==> config.mk <==
export PLATFORM = sky130hd
export DESIGN_NAME = mc_mainfsm_ext
export DESIGN_NICKNAME = d
export VERILOG_FILES = /design/src/rtl/ctrl_pkg.sv /design/src/rtl/long_op_timer.sv /design/src/rtl/mc_mainfsm_ext.sv
export SDC_FILE = /design/constraint.sdc
export NUM_CORES = 1
export LEC_CHECK = 0
export CAP_MARGIN = 5
export CORE_AREA = 8 8 60 62
export CTS_CLUSTER_SIZE = 14
export DETAILED_ROUTE_END_ITERATION = 6
export DIE_AREA = 0 0 68 70
export GPL_TIMING_DRIVEN = 0
export PLACE_DENSITY = 0.8
export SYNTH_ARGS = -nofsm -noshare
export SYNTH_HDL_FRONTEND = slang
export SYNTH_HIERARCHICAL = 1
export SYNTH_SLANG_ARGS = --single-unit
==> constraint.sdc <==
create_clock -name clk -period 2.05 [get_ports clk]
set_input_delay 0.41 -clock clk [delete_from_list [all_inputs] [get_ports clk]]
set_output_delay 0.41 -clock clk [all_outputs]
set_load 0.005 [all_outputs]
==> src/rtl/ctrl_pkg.sv <==
// ============================================================================
//  Module      : ctrl_pkg
//  Description : Shared state, opcode and mux-select encodings for the
//                multicycle main control FSM.
//  Revision    : 1.0 - initial release
// ============================================================================
`default_nettype none

package ctrl_pkg;

  typedef enum logic [3:0] {
    FETCH    = 4'd0,
    DECODE   = 4'd1,
    MEMADR   = 4'd2,
    MEMREAD  = 4'd3,
    MEMWB    = 4'd4,
    MEMWRITE = 4'd5,
    EXECUTER = 4'd6,
    EXECUTEI = 4'd7,
    ALUWB    = 4'd8,
    BRANCH   = 4'd9,
    LONGEXEC = 4'd10,
    LONGWB   = 4'd11,
    UNKNOWN  = 4'd12
  } state_t;

  localparam logic [1:0] OP_DP  = 2'b00;
  localparam logic [1:0] OP_MEM = 2'b01;
  localparam logic [1:0] OP_BR  = 2'b10;
  localparam logic [1:0] OP_FPU = 2'b11;

  localparam logic [3:0] MUL_PATTERN = 4'b1001;

  localparam logic [1:0] RES_ALUOUT    = 2'b00;
  localparam logic [1:0] RES_DATA      = 2'b01;
  localparam logic [1:0] RES_ALURESULT = 2'b10;
  localparam logic [1:0] RES_UNIT      = 2'b11;

  localparam logic [1:0] SRCA_RN     = 2'b00;
  localparam logic [1:0] SRCA_PC     = 2'b01;
  localparam logic [1:0] SRCA_ALUOUT = 2'b10;

  localparam logic [1:0] SRCB_RM     = 2'b00;
  localparam logic [1:0] SRCB_EXTIMM = 2'b01;
  localparam logic [1:0] SRCB_FOUR   = 2'b10;

  function automatic logic is_mul(input logic [1:0] op, input logic [5:0] funct,
                                  input logic [3:0] mul);
    return (op == OP_DP) && (funct[5:4] == 2'b00) && (mul == MUL_PATTERN);
  endfunction

endpackage

`default_nettype wire

==> src/rtl/long_op_timer.sv <==
// ============================================================================
//  Module      : long_op_timer
//  Description : Saturating cycle counter with expire compare for the
//                long-op watchdog.
//  Revision    : 1.0 - initial release
// ============================================================================
`default_nettype none

module long_op_timer #(
  parameter int TIMEOUT_CYCLES = 64,
  parameter int TMR_W          = 8
) (
  input  logic clk,
  input  logic reset,
  input  logic i_clr,
  input  logic i_en,
  output logic o_expire
);

  localparam logic [TMR_W-1:0] c_max = '1;

  logic [TMR_W-1:0] r_count;

  always_ff @(posedge clk or negedge reset) begin
    if (!reset) begin
      r_count <= '0;
    end else if (i_clr) begin
      r_count <= '0;
    end else if (i_en && (r_count != c_max)) begin
      r_count <= r_count + TMR_W'(1);
    end
  end

  generate
    if (TIMEOUT_CYCLES > 0) begin : g_wdog
      localparam logic [TMR_W-1:0] c_limit = TMR_W'(TIMEOUT_CYCLES - 1);
      assign o_expire = (r_count == c_limit);
    end else begin : g_no_wdog
      assign o_expire = 1'b0;
    end
  endgenerate

endmodule

`default_nettype wire

==> src/rtl/mc_mainfsm_ext.sv <==
// ============================================================================
//  Module      : mc_mainfsm_ext
//  Description : Multicycle main control FSM with MUL/FPU long-op handshake,
//                condition pre-check and watchdog abort.
//  Revision    : 1.0 - initial release
// ============================================================================
`default_nettype none

module mc_mainfsm_ext
  import ctrl_pkg::*;
#(
  parameter int TIMEOUT_CYCLES = 64,
  parameter int TMR_W          = 8,
  parameter int FPU_EN         = 1
) (
  input  logic       clk,
  input  logic       reset,
  input  logic [1:0] Op,
  input  logic [5:0] Funct,
  input  logic [3:0] Mul,
  input  logic       CondEx,
  input  logic       UnitDone,
  output logic       IRWrite,
  output logic       NextPC,
  output logic       RegW,
  output logic       MemW,
  output logic       FPUW,
  output logic       Branch,
  output logic       ALUOp,
  output logic       AdrSrc,
  output logic [1:0] ALUSrcA,
  output logic [1:0] ALUSrcB,
  output logic [1:0] ResultSrc,
  output logic       UnitStart,
  output logic       UnitSel,
  output logic       Fault
);

  state_t r_state;
  state_t w_next;
  logic   r_unit_start;
  logic   r_unit_sel;
  logic   r_fault;
  logic   w_is_fpu;
  logic   w_is_long;
  logic   w_long_go;
  logic   w_expire;
  logic   w_abort;
  logic   w_unused;

  assign w_is_fpu  = (FPU_EN != 0) && (Op == OP_FPU);
  assign w_is_long = is_mul(Op, Funct, Mul) || w_is_fpu;
  assign w_long_go = (r_state == DECODE) && (w_next == LONGEXEC);
  // UnitDone has priority over the watchdog on the same cycle
  assign w_abort   = (r_state == LONGEXEC) && !UnitDone && w_expire;
  assign w_unused  = &{1'b0, Funct[3:1]};

  long_op_timer #(
    .TIMEOUT_CYCLES (TIMEOUT_CYCLES),
    .TMR_W          (TMR_W)
  ) u_timer (
    .clk      (clk),
    .reset    (reset),
    .i_clr    (w_long_go),
    .i_en     (r_state == LONGEXEC),
    .o_expire (w_expire)
  );

  always_ff @(posedge clk or negedge reset) begin
    if (!reset) begin
      r_state <= FETCH;
    end else begin
      r_state <= w_next;
    end
  end

  always_comb begin
    w_next = FETCH;
    case (r_state)
      FETCH:    w_next = DECODE;
      DECODE: begin
        if (Op == OP_MEM)        w_next = MEMADR;
        else if (Op == OP_BR)    w_next = BRANCH;
        else if (w_is_long)      w_next = CondEx ? LONGEXEC : FETCH;
        else if (Op == OP_DP)    w_next = Funct[5] ? EXECUTEI : EXECUTER;
        else                     w_next = UNKNOWN;
      end
      MEMADR:   w_next = Funct[0] ? MEMREAD : MEMWRITE;
      MEMREAD:  w_next = MEMWB;
      EXECUTER: w_next = ALUWB;
      EXECUTEI: w_next = ALUWB;
      LONGEXEC: begin
        if (UnitDone)      w_next = LONGWB;
        else if (w_expire) w_next = FETCH;
        else               w_next = LONGEXEC;
      end
      default:  w_next = FETCH;
    endcase
  end

  always_ff @(posedge clk or negedge reset) begin
    if (!reset) begin
      r_unit_start <= 1'b0;
      r_unit_sel   <= 1'b0;
      r_fault      <= 1'b0;
    end else begin
      r_unit_start <= w_long_go;
      if (w_long_go) r_unit_sel <= w_is_fpu;
      if (w_abort)   r_fault    <= 1'b1;
    end
  end

  always_comb begin
    IRWrite   = 1'b0;
    NextPC    = 1'b0;
    RegW      = 1'b0;
    MemW      = 1'b0;
    FPUW      = 1'b0;
    Branch    = 1'b0;
    ALUOp     = 1'b0;
    AdrSrc    = 1'b0;
    ALUSrcA   = SRCA_RN;
    ALUSrcB   = SRCB_RM;
    ResultSrc = RES_ALUOUT;
    case (r_state)
      FETCH: begin
        IRWrite   = 1'b1;
        NextPC    = 1'b1;
        ALUSrcA   = SRCA_PC;
        ALUSrcB   = SRCB_FOUR;
        ResultSrc = RES_ALURESULT;
      end
      DECODE: begin
        ALUSrcA   = SRCA_PC;
        ALUSrcB   = SRCB_FOUR;
        ResultSrc = RES_ALURESULT;
      end
      MEMADR:   ALUSrcB = SRCB_EXTIMM;
      MEMREAD:  AdrSrc  = 1'b1;
      MEMWB: begin
        ResultSrc = RES_DATA;
        RegW      = 1'b1;
      end
      MEMWRITE: begin
        AdrSrc = 1'b1;
        MemW   = 1'b1;
      end
      EXECUTER: ALUOp = 1'b1;
      EXECUTEI: begin
        ALUSrcB = SRCB_EXTIMM;
        ALUOp   = 1'b1;
      end
      ALUWB:    RegW = 1'b1;
      BRANCH: begin
        ALUSrcA   = SRCA_ALUOUT;
        ALUSrcB   = SRCB_EXTIMM;
        ResultSrc = RES_ALURESULT;
        Branch    = 1'b1;
      end
      LONGWB: begin
        ResultSrc = RES_UNIT;
        RegW      = !r_unit_sel;
        FPUW      = r_unit_sel;
      end
      default: ;
    endcase
  end

  assign UnitStart = r_unit_start;
  assign UnitSel   = r_unit_sel;
  assign Fault     = r_fault;

endmodule

`default_nettype wire

==> results of run 1 <==
synth_stat cells (2+ instances only):
cell       n
mux2_4     2
and3_1     3
inv_1      5
nor4b_4    2
o22ai_1    2
nand2_1    5
nor3_1     6
and4_1     2
nor2b_1    5
dfrtp_1   15
nand4_1    2
nor2_1    12
o31ai_1    2
a211oi_1   3
nand2b_1   4
xor2_1     2
clkbuf_8   2
nand3_1    5
a31oi_1    3
a21oi_1    5
nor3b_1    2
buf_6      2
buf_4      2
report_power, final:
group | switching (mW) | internal, mW
logic | 0.569 | 0.699
registers | 0.0948 | 0.391
clock network | 0.102 | 0.0725
total | 0.766 | 1.16
final cells by class:
| type | count | area [um2] | share of cell area (%) |
|---|---|---|---|
| inverters | 5 | 18.77 | 1.131 |
| multi-input cells | 93 | 720.7 | 43.44 |
| clock buffers | 3 | 22.52 | 1.357 |
| plain buffers | 7 | 77.57 | 4.676 |
| well taps | 31 | 38.79 | 2.338 |
| repair buffers | 44 | 395.4 | 23.83 |
| flip-flops and latches | 15 | 380.4 | 22.93 |
| clock inverters | 1 | 5.005 | 0.3017 |
routing by layer:
metal	up-vias	GRT usage, %
met5	-	0
met4	0	4.556
met3	9	2.233
met2	38	24.01
met1	544	13.15
li1	540	-
kinds of logic after synthesis:
group / after synthesis / synth area share (%)
XOR/XNOR: 2 / 1.539
flip-flops: 15 / 32.97
adder cells (fa/ha/maj): 1 / 1.099
buffers and inverters: 13 / 8.131
AO/OA/AOI/OAI: 29 / 19.56
AND/OR/NAND/NOR: 57 / 32.20
multiplexers: 4 / 4.506
state kept, by name (all words and copies together) (netlist names):
register	count
UnitStart	1
UnitSel	1
Fault	1
u_timer/r_count	8
r_state	4
path summary, 6_finish.rpt:
path                                      start                             end  slack (ns)  depth (start not counted)
setup / recovery           r_state[2]$_DFF_PN0_                    ResultSrc[0]        0.08                          5
max in group asynchronous                 reset            r_state[1]$_DFF_PN0_        1.04                          1
min in group asynchronous                 reset             UnitSel$_DFFE_PN0P_        0.53                          1
setup reg to reg           r_state[1]$_DFF_PN0_  u_timer/r_count[5]$_DFFE_PN0P_        0.11                          7
hold / removal                Fault$_DFFE_PN0P_               Fault$_DFFE_PN0P_        0.47                          1
hold reg to reg               Fault$_DFFE_PN0P_               Fault$_DFFE_PN0P_        0.47                          1
timing repair:
item | CTS | global route
resized for setup | 26 | 15
pin swaps | 3 | 5
setup endpoints to repair | 22 | 12
setup buffers | 4 | 11
worst max-delay path, cell delays in order (launching register included):
cell and delay (ns):
dfrtp_2 0.42, clkbuf_8 0.17, nand4b_1 0.21, buf_4 0.17
o31ai_1 0.06, clkdlybuf4s15_1 0.24
==> reports/metrics.yaml, run 1 <==
timing.hold.ws_ns: 0.4697
clock_sinks: 15
stdcell_count: 199
fin_util_pct: 62.31
nets: 186
finish.instance_area_um2: 1659
clk_path_buf_depth: 2
routed-wl-met3_um: 188
drtIter0Drc: 69
arrival_ns: 1.56
seq_area_frac_synth_pct: 32.97
die-width_um: 68
numPortBuffers: 29
syn2layout_area_growth_pct: 45.71
post_drt_wl_per_cell_um: 16.41
path_max_fanout: 10
hold_buffers: 0
gr-total-overflow: 0
grt_max_degree: 16
m1WireLength_mm: 1.287
wirelength_mm: 3.265
cts_max_level: 1
coreArea_um2: 2663
grt_pass1_wl_mm: 4.899
power_density_nw_per_um2: 1163
synth-edff-count: 0
post-dp-hpwl_mm: 2.299
cts_tree: "built"
rsz0062_at_grt: "yes"
end_kind: "primary output"
p_total_mw: 1.929
yosys.area.top_type: "dfrtp_1"
leakagePower_nw: 0.7981
drc: 0
numCtsBuffers: 3
placed_area_um2: 1468
topRoutingLayerUsed: "met4"
ios: 33
synth_area_um2: 1139
gp_congestion: 0.8311
worst_slew_pin_slew_ns: 0.6881
ir_worst_vdd_mv: 0.7299
vias: 1131
final_common_cell: "buf_4"
syn_area_per_cell_um2: 9.410
path_clk_slew_ns: 0.10
rows: 19
syn-num-nets: 138
track_usage_pct: 12.75
met2_length_mm: 1.709
antennaDiodeCount: 0
hp-class: "flop to flop"
initial_core_util_pct: 42.76
post-route-period-util_pct: 96.33
die_y_um: 70
synthArstFlopShare_pct: 100.0
synth_top_area_share_pct: 32.97
slew_headroom_pct: 53.98
path_class: "flop to primary output"
grt_pass1_vias: 1108
setup_viol: 0
hold_viol_final: 0
clockRootBuffer: "clkbuf_4"
final_cell_mix: "19 x buf_4, 14 x clkdlybuf4s50_1, 11 x dfrtp_1, 11 x nor2_1, 8 x dlygate4sd2_1"
drt_pass1_iterations: 4
dp.cells: 181
clock_latency_ns: 0.29
critPathLaunchType: "flop"
drive_gt1_share_pct: 32.74
die_area_um2: 4760
fill_cells: 252
drv_slew: 0
via_per_inst: 5.683
maxCapViolCount: 0
detailedPlace.worstSlack_ns: -0.6686
antenna_found_initial: 0
status: "completed"
ant_nets: 0
skew_ns: 0.003421
synthTopCellsByArea: "dfrtp_1 33%, nor4b_4 4.2%, nor2_1 4.0%, nor2b_1 2.7%, nor3_1 2.6%"
timing.fmax_mhz: 506.4
ys_seq_elements: 15
yosysWarningCount: 6
worst_slack_ns: 0.07520
syn-instance-count: 121
min_period_ns: 1.975
required_ns: 1.64
ys_types: 51
ys.flop_type: "dfrtp_1"
tns_ns: 0
(Power assumes the default switching activity.)
==> inputs of run 2 (changes only) <==
REMOVE_ABC_BUFFERS = 1   (was default)
TNS_END_PERCENT = 100   (was default)
==> reports/metrics.yaml, run 2 (same netlist as run 1, synthesis figures left out) <==
status: "completed"  # unchanged
dp.cells: 173  # was 181
worst_slack_ns: 0.05834  # was 0.07520 ns
initial_core_util_pct: 42.76  # unchanged
tns_ns: 0  # unchanged
post_drt_wl_per_cell_um: 17.18  # was 16.41 um
nets: 183  # was 186
vias: 1157  # was 1131
cts_max_level: 1  # unchanged
fill_cells: 230  # was 252
post-route-period-util_pct: 97.15  # was 96.33%
skew_ns: 0.0009414  # was 0.003421 ns
hp-class: "flop to flop"  # unchanged
gp_congestion: 0.8613  # was 0.8311
drc: 0  # unchanged
final_common_cell: "clkdlybuf4s50_1"  # was buf_4
clockRootBuffer: "clkbuf_4"  # unchanged
post-dp-hpwl_mm: 2.063  # was 2.299 mm
gr-total-overflow: 0  # unchanged
drv_slew: 0  # unchanged
ios: 33  # unchanged
timing.fmax_mhz: 502.1  # was 506.4 MHz
largest-register: "u_timer/r_count"  # unchanged
stdcell_count: 196  # was 199
clk_path_buf_depth: 2  # unchanged
numCtsBuffers: 3  # unchanged
antenna_found_initial: 0  # unchanged
path_class: "flop to primary output"  # unchanged
path_clk_slew_ns: 0.09  # was 0.10 ns
largest_reg_flops: 8  # unchanged
p_total_mw: 1.884  # was 1.929 mW
die_area_um2: 4760  # unchanged
drive_gt1_share_pct: 30.91  # was 32.74%
largest_registers: "u_timer/r_count (8), r_state (4)"  # unchanged
track_usage_pct: 13.39  # was 12.75%
power_density_nw_per_um2: 1153  # was 1163 nW/um2
arrival_ns: 1.58  # was 1.56 ns
detailedPlace.worstSlack_ns: -0.7480  # was -0.6686 ns
worst_slew_pin_slew_ns: 0.6837  # was 0.6881 ns
cts_tree: "built"  # unchanged
coreArea_um2: 2663  # unchanged
slew_headroom_pct: 54.28  # was 53.98%
numPortBuffers: 29  # unchanged
clock_sinks: 15  # unchanged
critPathLaunchType: "flop"  # unchanged
rsz0062_at_grt: "yes"  # unchanged
timing.hold.ws_ns: 0.4908  # was 0.4697 ns
final_cell_mix: "16 x clkdlybuf4s50_1, 15 x buf_4, 11 x dfrtp_1, 11 x nor2_1"  # was 19 x buf_4, 14 x clkdlybuf4s50_1, 11 x dfrtp_1, 11 x nor2_1, 8 x dlygate4sd2_1
setup_viol: 0  # unchanged
ir_worst_vdd_mv: 0.8584  # was 0.7299 mV
die-width_um: 68  # unchanged
grt_pass1_wl_mm: 5.181  # was 4.899 mm
via_per_inst: 5.903  # was 5.683
antennaDiodeCount: 0  # unchanged
syn2layout_area_growth_pct: 43.52  # was 45.71%
drtIter0Drc: 81  # was 69
rows: 19  # unchanged
min_period_ns: 1.992  # was 1.975 ns
wirelength_mm: 3.367  # was 3.265 mm
required_ns: 1.64  # about the same
ant_nets: 0  # unchanged
clock_latency_ns: 0.29  # about the same
die_y_um: 70  # unchanged
maxCapViolCount: 0  # unchanged
end_kind: "primary output"  # unchanged
grt_pass1_vias: 1176  # was 1108
drt_pass1_iterations: 4  # unchanged
grt_max_degree: 16  # unchanged
path_max_fanout: 7  # was 10
hold_viol_final: 0  # unchanged
leakagePower_nw: 0.7784  # was 0.7981 nW
==> run 2: per-layer routing <==
layer | routed length [um] | global-route usage [%]
met5 | 0 | 0
met4 | 36 | 5.011
met3 | 225 | 3.190
met2 | 1761 | 23.90
met1 | 1344 | 14.39
==> run 2: report_power, final <==
| part | total [mW] | switching, mW | internal, mW |
|---|---|---|---|
| combinational | 1.19 | 0.529 | 0.661 |
| sequential | 0.519 | 0.128 | 0.391 |
| clock | 0.175 | 0.103 | 0.0726 |
==> run 2: worst max-delay path: stages (launching register included) <==
cell and delay (ns):
dfrtp_2 0.46, nand2b_1 0.20, nor2_2 0.12, clkdlybuf4s50_1 0.51
==> run 2: final cells by class <==
class	count	area [um2]	area share, %
clock buffers	3	22.52	1.378
clock inverters	1	5.005	0.3063
inverters	5	18.77	1.149
multi-input cells	94	728.2	44.56
flip-flops and latches	15	380.4	23.28
well taps	31	38.79	2.374
repair buffers	47	440.4	26.95
==> run 2: final timing paths <==
| path | slack [ns] | start | cells after the start | end |
|---|---|---|---|---|
| min | 0.49 | Fault$_DFFE_PN0P_ | 1 | Fault$_DFFE_PN0P_ |
| min in group asynchronous | 0.52 | reset | 1 | u_timer/r_count[6]$_DFFE_PN0P_ |
| max in group asynchronous | 1.05 | reset | 1 | r_state[2]$_DFF_PN0_ |
| max reg2reg | 0.07 | u_timer/r_count[0]$_DFFE_PN0P_ | 7 | r_state[3]$_DFF_PN0_ |
| min reg2reg | 0.49 | Fault$_DFFE_PN0P_ | 1 | Fault$_DFFE_PN0P_ |
| max | 0.06 | r_state[1]$_DFF_PN0_ | 3 | ALUSrcA[1] |
==> run 2: through the flow <==
step / util, % / instance area [um2]
3_5_place_dp: 52.35 / 1394
2_1_floorplan: - / 1065
3_3_place_gp: 52.35 / 1394
6_report: 61.37 / 1634
5_1_grt: 61.37 / 1634
4_1_cts: 57.85 / 1540
==> run 2: repair_timing <==
action,in CTS,in global routing
gates resized for setup,21,16
endpoints found under the setup margin,24,14
setup buffers,12,6
cloned,0,1
pin swaps,1,3
hold buffers,0,0
